<file path="src/rtl/mul_if.sv">
// Handshake bundle between the execute stage and the multiply unit: operation request
// channel plus tagged result channel, each with its own valid/ready pair.
interface mul_if #(
    parameter int WIDTH = 32,
    parameter int TAG_W = 4
);
    logic                 in_valid;
    logic                 in_ready;
    logic [2:0]           op;
    logic [WIDTH-1:0]     a;
    logic [WIDTH-1:0]     b;
    logic [2*WIDTH-1:0]   acc;
    logic [TAG_W-1:0]     tag;
    logic                 out_valid;
    logic                 out_ready;
    logic [WIDTH-1:0]     res_lo;
    logic [WIDTH-1:0]     res_hi;
    logic [TAG_W-1:0]     out_tag;
    logic                 n_flag;
    logic                 z_flag;

    modport master (
        output in_valid, op, a, b, acc, tag, out_ready,
        input  in_ready, out_valid, res_lo, res_hi, out_tag, n_flag, z_flag
    );

    modport slave (
        input  in_valid, op, a, b, acc, tag, out_ready,
        output in_ready, out_valid, res_lo, res_hi, out_tag, n_flag, z_flag
    );
endinterface

</file>
<file path="src/rtl/mul_unit.sv">
// Pipelined MUL/MLA/UMULL/UMLAL/SMULL/SMLAL unit. The product is formed on entry, the
// accumulate and flag generation happen on the last register stage; all stages stall together.
module mul_unit #(
    parameter int WIDTH  = 32,
    parameter int STAGES = 2,
    parameter int TAG_W  = 4
) (
    input  logic   clk,
    input  logic   rst_n,
    mul_if.slave   bus
);

    localparam int DW = 2 * WIDTH;

    typedef struct packed {
        logic              valid;
        logic              is_long;
        logic [TAG_W-1:0]  tag;
        logic [DW-1:0]     prod;
        logic [DW-1:0]     addend;
    } mid_t;

    typedef struct packed {
        logic              valid;
        logic [TAG_W-1:0]  tag;
        logic [WIDTH-1:0]  hi;
        logic [WIDTH-1:0]  lo;
        logic              n;
        logic              z;
    } out_t;

    // Final add and flag derivation; short ops keep only the low half of the sum.
    function automatic out_t finish(input mid_t m);
        logic [DW-1:0] sum;
        out_t          r;
        sum     = m.prod + m.addend;
        r.valid = m.valid;
        r.tag   = m.tag;
        r.hi    = m.is_long ? sum[DW-1:WIDTH] : '0;
        r.lo    = sum[WIDTH-1:0];
        r.n     = m.is_long ? sum[DW-1] : sum[WIDTH-1];
        r.z     = (r.lo == '0) && (r.hi == '0);
        return r;
    endfunction

    logic          stall;
    logic          is_long;
    logic          is_signed;
    logic          is_acc;
    logic [DW-1:0] ext_a;
    logic [DW-1:0] ext_b;
    mid_t          front;
    out_t          out_q;

    assign stall = out_q.valid & ~bus.out_ready;

    // NOTE: every variable is assigned on every path through this block, so no latch is inferred.
    always_comb begin
        is_long   = bus.op[2];
        is_signed = bus.op[2] & bus.op[1];
        is_acc    = is_long ? bus.op[0] : (bus.op[1:0] == 2'b01);
        ext_a     = is_signed ? {{WIDTH{bus.a[WIDTH-1]}}, bus.a} : {{WIDTH{1'b0}}, bus.a};
        ext_b     = is_signed ? {{WIDTH{bus.b[WIDTH-1]}}, bus.b} : {{WIDTH{1'b0}}, bus.b};

        front.valid   = bus.in_valid & ~stall;
        front.is_long = is_long;
        front.tag     = bus.tag;
        front.prod    = ext_a * ext_b;
        if (!is_acc)
            front.addend = '0;
        else if (is_long)
            front.addend = bus.acc;
        else
            front.addend = {{WIDTH{1'b0}}, bus.acc[WIDTH-1:0]};
    end

    generate
        if (STAGES == 1) begin : g_single
            // NOTE: sequential state uses non-blocking assignments so every register samples pre-edge values.
            always_ff @(posedge clk or negedge rst_n) begin
                if (!rst_n)
                    out_q <= '0;
                else if (!stall)
                    out_q <= finish(front);
            end
        end else begin : g_multi
            mid_t mid_q [STAGES-1];

            // NOTE: the whole pipe array is reset, not just the valid bits, so result fields read 0 in reset.
            always_ff @(posedge clk or negedge rst_n) begin
                if (!rst_n) begin
                    for (int i = 0; i < STAGES - 1; i++)
                        mid_q[i] <= '0;
                    out_q <= '0;
                end else if (!stall) begin
                    mid_q[0] <= front;
                    for (int i = 1; i < STAGES - 1; i++)
                        mid_q[i] <= mid_q[i-1];
                    out_q <= finish(mid_q[STAGES-2]);
                end
            end
        end
    endgenerate

    assign bus.in_ready  = ~stall;
    assign bus.out_valid = out_q.valid;
    assign bus.out_tag   = out_q.tag;
    assign bus.res_hi    = out_q.hi;
    assign bus.res_lo    = out_q.lo;
    assign bus.n_flag    = out_q.n;
    assign bus.z_flag    = out_q.z;

endmodule

</file>
<file path="src/flat_wrapper.sv">
// flat-port wrapper written by rule: the top's interface ports become plain ports
module mul_unit_flat 
#(
    parameter int WIDTH  = 32,
    parameter int STAGES = 2,
    parameter int TAG_W  = 4
)
  (clk, rst_n, bus_in_valid, bus_op, bus_a, bus_b, bus_acc, bus_tag, bus_out_ready, bus_in_ready, bus_out_valid, bus_res_lo, bus_res_hi, bus_out_tag, bus_n_flag, bus_z_flag);
  mul_if #(.WIDTH(WIDTH), .TAG_W(TAG_W)) bus_i ();
  input  logic clk;
  input  logic rst_n;
  input wire logic [$bits(bus_i.in_valid)-1:0] bus_in_valid;
  input wire logic [$bits(bus_i.op)-1:0] bus_op;
  input wire logic [$bits(bus_i.a)-1:0] bus_a;
  input wire logic [$bits(bus_i.b)-1:0] bus_b;
  input wire logic [$bits(bus_i.acc)-1:0] bus_acc;
  input wire logic [$bits(bus_i.tag)-1:0] bus_tag;
  input wire logic [$bits(bus_i.out_ready)-1:0] bus_out_ready;
  output wire logic [$bits(bus_i.in_ready)-1:0] bus_in_ready;
  output wire logic [$bits(bus_i.out_valid)-1:0] bus_out_valid;
  output wire logic [$bits(bus_i.res_lo)-1:0] bus_res_lo;
  output wire logic [$bits(bus_i.res_hi)-1:0] bus_res_hi;
  output wire logic [$bits(bus_i.out_tag)-1:0] bus_out_tag;
  output wire logic [$bits(bus_i.n_flag)-1:0] bus_n_flag;
  output wire logic [$bits(bus_i.z_flag)-1:0] bus_z_flag;
  assign bus_i.in_valid = bus_in_valid;
  assign bus_i.op = bus_op;
  assign bus_i.a = bus_a;
  assign bus_i.b = bus_b;
  assign bus_i.acc = bus_acc;
  assign bus_i.tag = bus_tag;
  assign bus_i.out_ready = bus_out_ready;
  assign bus_in_ready = bus_i.in_ready;
  assign bus_out_valid = bus_i.out_valid;
  assign bus_res_lo = bus_i.res_lo;
  assign bus_res_hi = bus_i.res_hi;
  assign bus_out_tag = bus_i.out_tag;
  assign bus_n_flag = bus_i.n_flag;
  assign bus_z_flag = bus_i.z_flag;
  mul_unit #(.WIDTH(WIDTH), .STAGES(STAGES), .TAG_W(TAG_W)) u_core (.clk(clk), .rst_n(rst_n), .bus(bus_i));
endmodule
</file>
<file path="config.mk">
export PLATFORM = sky130hd
export DESIGN_NAME = mul_unit_flat
export DESIGN_NICKNAME = d
export VERILOG_FILES = /design/src/rtl/mul_if.sv /design/src/rtl/mul_unit.sv /design/src/flat_wrapper.sv
export SDC_FILE = /design/constraint.sdc
export NUM_CORES = 2
export LEC_CHECK = 0
export ABC_AREA = 1
export CORE_AREA = 2 2 399 401
export CTS_CLUSTER_DIAMETER = 150
export CTS_CLUSTER_SIZE = 28
export DETAILED_ROUTE_END_ITERATION = 12
export DIE_AREA = 0 0 401 403
export PLACE_DENSITY = 0.53
export SETUP_SLACK_MARGIN = 0.02
export SYNTH_ARGS = -nofsm -noshare
export SYNTH_HDL_FRONTEND = slang
export SYNTH_SLANG_ARGS = --single-unit
</file>
<file path="constraint.sdc">
create_clock -name clk -period 2.7 [get_ports clk]
set_clock_uncertainty 0.05 [all_clocks]
set_input_delay 0.405 -clock clk [delete_from_list [all_inputs] [get_ports clk]]
set_output_delay 0.405 -clock clk [all_outputs]
set_load 0.02 [all_outputs]
</file>
==> results.md <==
* Synth warn at 0
* DR WL/cell at 20.15 microns
* Slowest CP cell: fa_2
* Root Driver: clkbuf_16
* Leading cell type in the layout, fill and taps excluded: inv_1
* Critical Path Fanout Max at 6
* CP Launch Type: input port
* R2R Path End: u_core.bus.z_flag$_DFFE_PN0N_
* Post-synthesis average cell area at 7.822 sq um
* Via count at 54920
* CTS tree: done
* Hold depth at 3
* ANT nets after route at 0
* Most frequent cells in the layout: 2240 x inv_1, 1989 x nand2_1, 1216 x fa_1, 1119 x buf_4, 250 x ha_1
* Post-route cell area at 86590 sq um
* Port Buf Inserts at 210
* Slew @ Worst Pin at roughly 840 ps
* Die area at ~160000 sq um
* Outcome: complete, but fails checks
* H-tree Lvls at 1
* CORE AREA at between 150000 and 200000 sq um
* Worst hold start: bus_tag[3]
* Count of cell types in the netlist at 46
* Remaining DRCs at 0
* Critical Path End Type: flop
* Max clock buf depth at 3
* Syn Nets at a little under 10000
* Area growth, synth to finish at 38.45%
* CTS Sinks at between 200 and 250
* Post-synth EDFFs at 0
* Worst path bufs/invs at 14
* Largest delay share family, worst path: adder cells
* Max-Cap Viols at 0
* Hold crit path type: in2reg
* Post-Syn Area at 62540 sq um
* Initial core utilization at 0.3972
* Ys async rst share at 1.000
* Reg2Reg Depth at 17
* DRT iter0 DRCs at 3414
* Slew Limit Fails at 0
* Ys flop type: dfrtp_1
* Final Cycle Share at 2.948
* First-pass GRT wire length at roughly 360000 microns
* Die W at 401 microns
* GRT overflow at 0
* Fmax at 125.6 MHz
* Reg2reg start: u_core.g_multi.mid_q[110]$_DFFE_PN0N_
* Fin worst setup slack at -5260 ps
* Initial antenna violation count at 1
* Final setup violation count at 62
* WS Path Type: in2reg
* Area post-placement at 77300 sq um
* WL final at 231800 microns
* Fin Hold WS at 401.1 ps
* Vias per std cell at 4.773
* Clock-pin slew on the worst setup and hold paths at 110 ps
* Slew margin rel. at 0.4393
* Final hold vios at 0
* Die H at 403 microns
* Min-Delay Endpoint: u_core.g_multi.mid_q[131]$_DFFE_PN0N_
* Pin count of the biggest net entering global routing at 185
* Detailed placement HPWL at 189000 microns
* Number of register bits inferred by synthesis at 205
* Vias in the first global route at 60100
* Req. time, crit path at roughly 3100 ps
* Reg2Reg Setup Slack at -230 ps
* Ports at 211
* Placer Congestion at 0.9457
* Synth Instances at approximately 8000
* Violated checks: setup timing
* Clk Latency, worst-skew pair at around 500 ps
* Gr usage total at 0.2900
* First-pass DRT Iterations at 8
* RSZ-0062 raised after global routing: yes
* Row count at 146
* Minimum clock period at 7960 ps
* Clock buffer count from CTS at 11
* Fin nets at around 11000
* Max incr delay on CP at 610 ps
* Most used cell, CP: fa_1
* Post-synthesis sequential area ratio at 0.08202
* FILL cells at 14610
* Layout cells sized above 1 at 0.2878
* Arrival @ worst endpoint at 8310 ps
-- sequential cells by signal (all words and copies together), names as in the netlist --
signal / flops
u_core.bus.n_flag: 1
u_core.bus.out_tag: 4
u_core.bus.out_valid: 1
u_core.bus.res_hi: 32
u_core.bus.res_lo: 32
u_core.bus.z_flag: 1
u_core.g_multi.mid_q: 134
-- synth_stat cells (2+ instances only) --
master,n,area (sq um)
a21boi_0,4,30.03
a21boi_1,2,15.01
a21o_1,13,97.59
a21oi_1,133,665.6
a21oi_2,2,17.52
a221oi_1,4,35.03
a31oi_1,18,112.6
and2_1,2,12.51
and3_1,4,25.02
buf_1,7,26.28
clkbuf_1,257,964.7
clkinv_1,3,11.26
dfrtp_1,205,5130
fa_1,1424,28510
ha_1,368,4604
inv_1,2446,9181
inv_2,12,45.04
nand2_1,2168,8138
nand2_2,17,106.4
nand3_1,186,930.9
nand3_2,2,20.02
nand3b_1,8,60.06
nand4_1,37,231.5
nor2_1,275,1032
nor2_2,28,175.2
nor2_4,2,22.52
nor3_1,21,105.1
nor3_2,2,20.02
nor4_1,3,18.77
o211ai_1,3,22.52
o21a_1,8,60.06
o21ai_0,183,915.9
o21ai_1,6,30.03
o21ai_2,3,26.28
o21bai_1,12,90.09
o221ai_1,2,17.52
o31ai_1,2,15.01
or2_1,7,43.79
or2_2,16,100.1
xnor2_1,68,595.6
xor2_1,28,245.2
-- worst max-delay path by stage --
stage                     slack, ps       from                                    end  cells after the start
after CTS                     -5240  bus_op[2]  u_core.g_multi.mid_q[126]$_DFFE_PN0N_                     36
after global placement        -6550  bus_op[2]  u_core.g_multi.mid_q[116]$_DFFE_PN0N_                     34
after detailed placement      -6580  bus_op[1]  u_core.g_multi.mid_q[116]$_DFFE_PN0N_                     34
after global routing          -5490  bus_op[1]  u_core.g_multi.mid_q[126]$_DFFE_PN0N_                     35
final                         -5260  bus_op[1]  u_core.g_multi.mid_q[126]$_DFFE_PN0N_                     35
after floorplan               -5370  bus_op[1]  u_core.g_multi.mid_q[126]$_DFFE_PN0N_                     35
-- cells by family after synthesis --
family	share of synthesized area
AOI/OAI and AO/OA	0.03485
adders and majority gates	0.5294
buffers and inverters	0.1636
xor gates and xnor gates	0.01344
DFF	0.08202
and+or+nand+nor	0.1766
-- routing by layer --
| layer | part of all wire | track usage | vias up |
|---|---|---|---|
| met5 | 0.000056 | 0 | - |
| met4 | 0.046 | 0.1042 | 2 |
| met3 | 0.051 | 0.02875 | 415 |
| met2 | 0.48 | 0.5039 | 1542 |
| met1 | 0.42 | 0.3764 | 27570 |
| li1 | - | - | 25390 |
-- final cells by class --
type                            count  area [sq um]  share of cell area
Multi-Input combinational cell   5065         52520              0.6065
Inverter                         2461          9294              0.1073
Clock inverter                      2         25.02           0.0002890
Tap cell                         2072          2592             0.02994
Sequential cell                   205          5132             0.05927
Timing Repair Buffer             1688         16750              0.1934
Antenna cell                        2         5.005          0.00005780
Clock buffer                       11         275.3            0.003179
-- worst reg2reg max path: stages (launching register included) --
cell     delay (ps)
dfrtp_1         460
ha_1            410
nand2_1         120
nor2_1          210
nand2_1         120
inv_1           160
nand2_1         130
nor3_1          150
nand2_1         170
nand3_1         110
nand2_1          60
nand3_2         140
nand2_1          70
nor2_1          100
nand2_1          60
nor2_1          180
nand4_1         120
nand2_1          70
-- through the flow --
stage | TNS, ps | setup WS [ps] | std cells | util
after global routing | -278760 | -5486 | 11500 | 0.5499
final | -266030 | -5260 | 11510 | 0.5499
after CTS | -265060 | -5242 | 11440 | 0.5351
after detailed placement | -341190 | -6583 | 11140 | 0.4909
after global placement | -338940 | -6549 | 11140 | 0.4909
after floorplan | -250300 | -5370 | 7996 | -
-- repair_timing --
| action | in CTS | in global routing |
|---|---|---|
| setup endpoints to repair | 79 | 96 |
| buffers inserted | 264 | 83 |
| cloned | 36 | 3 |
| hold endpoints to repair | 69 | 0 |
| resized for setup | 1222 | 493 |
| hold buffers | 1 | 0 |
| pin swaps | 502 | 377 |
Power is left out: the tool's default activity adds up to more than one toggle a clock period on the data nets, which glitch-free logic cannot reach.
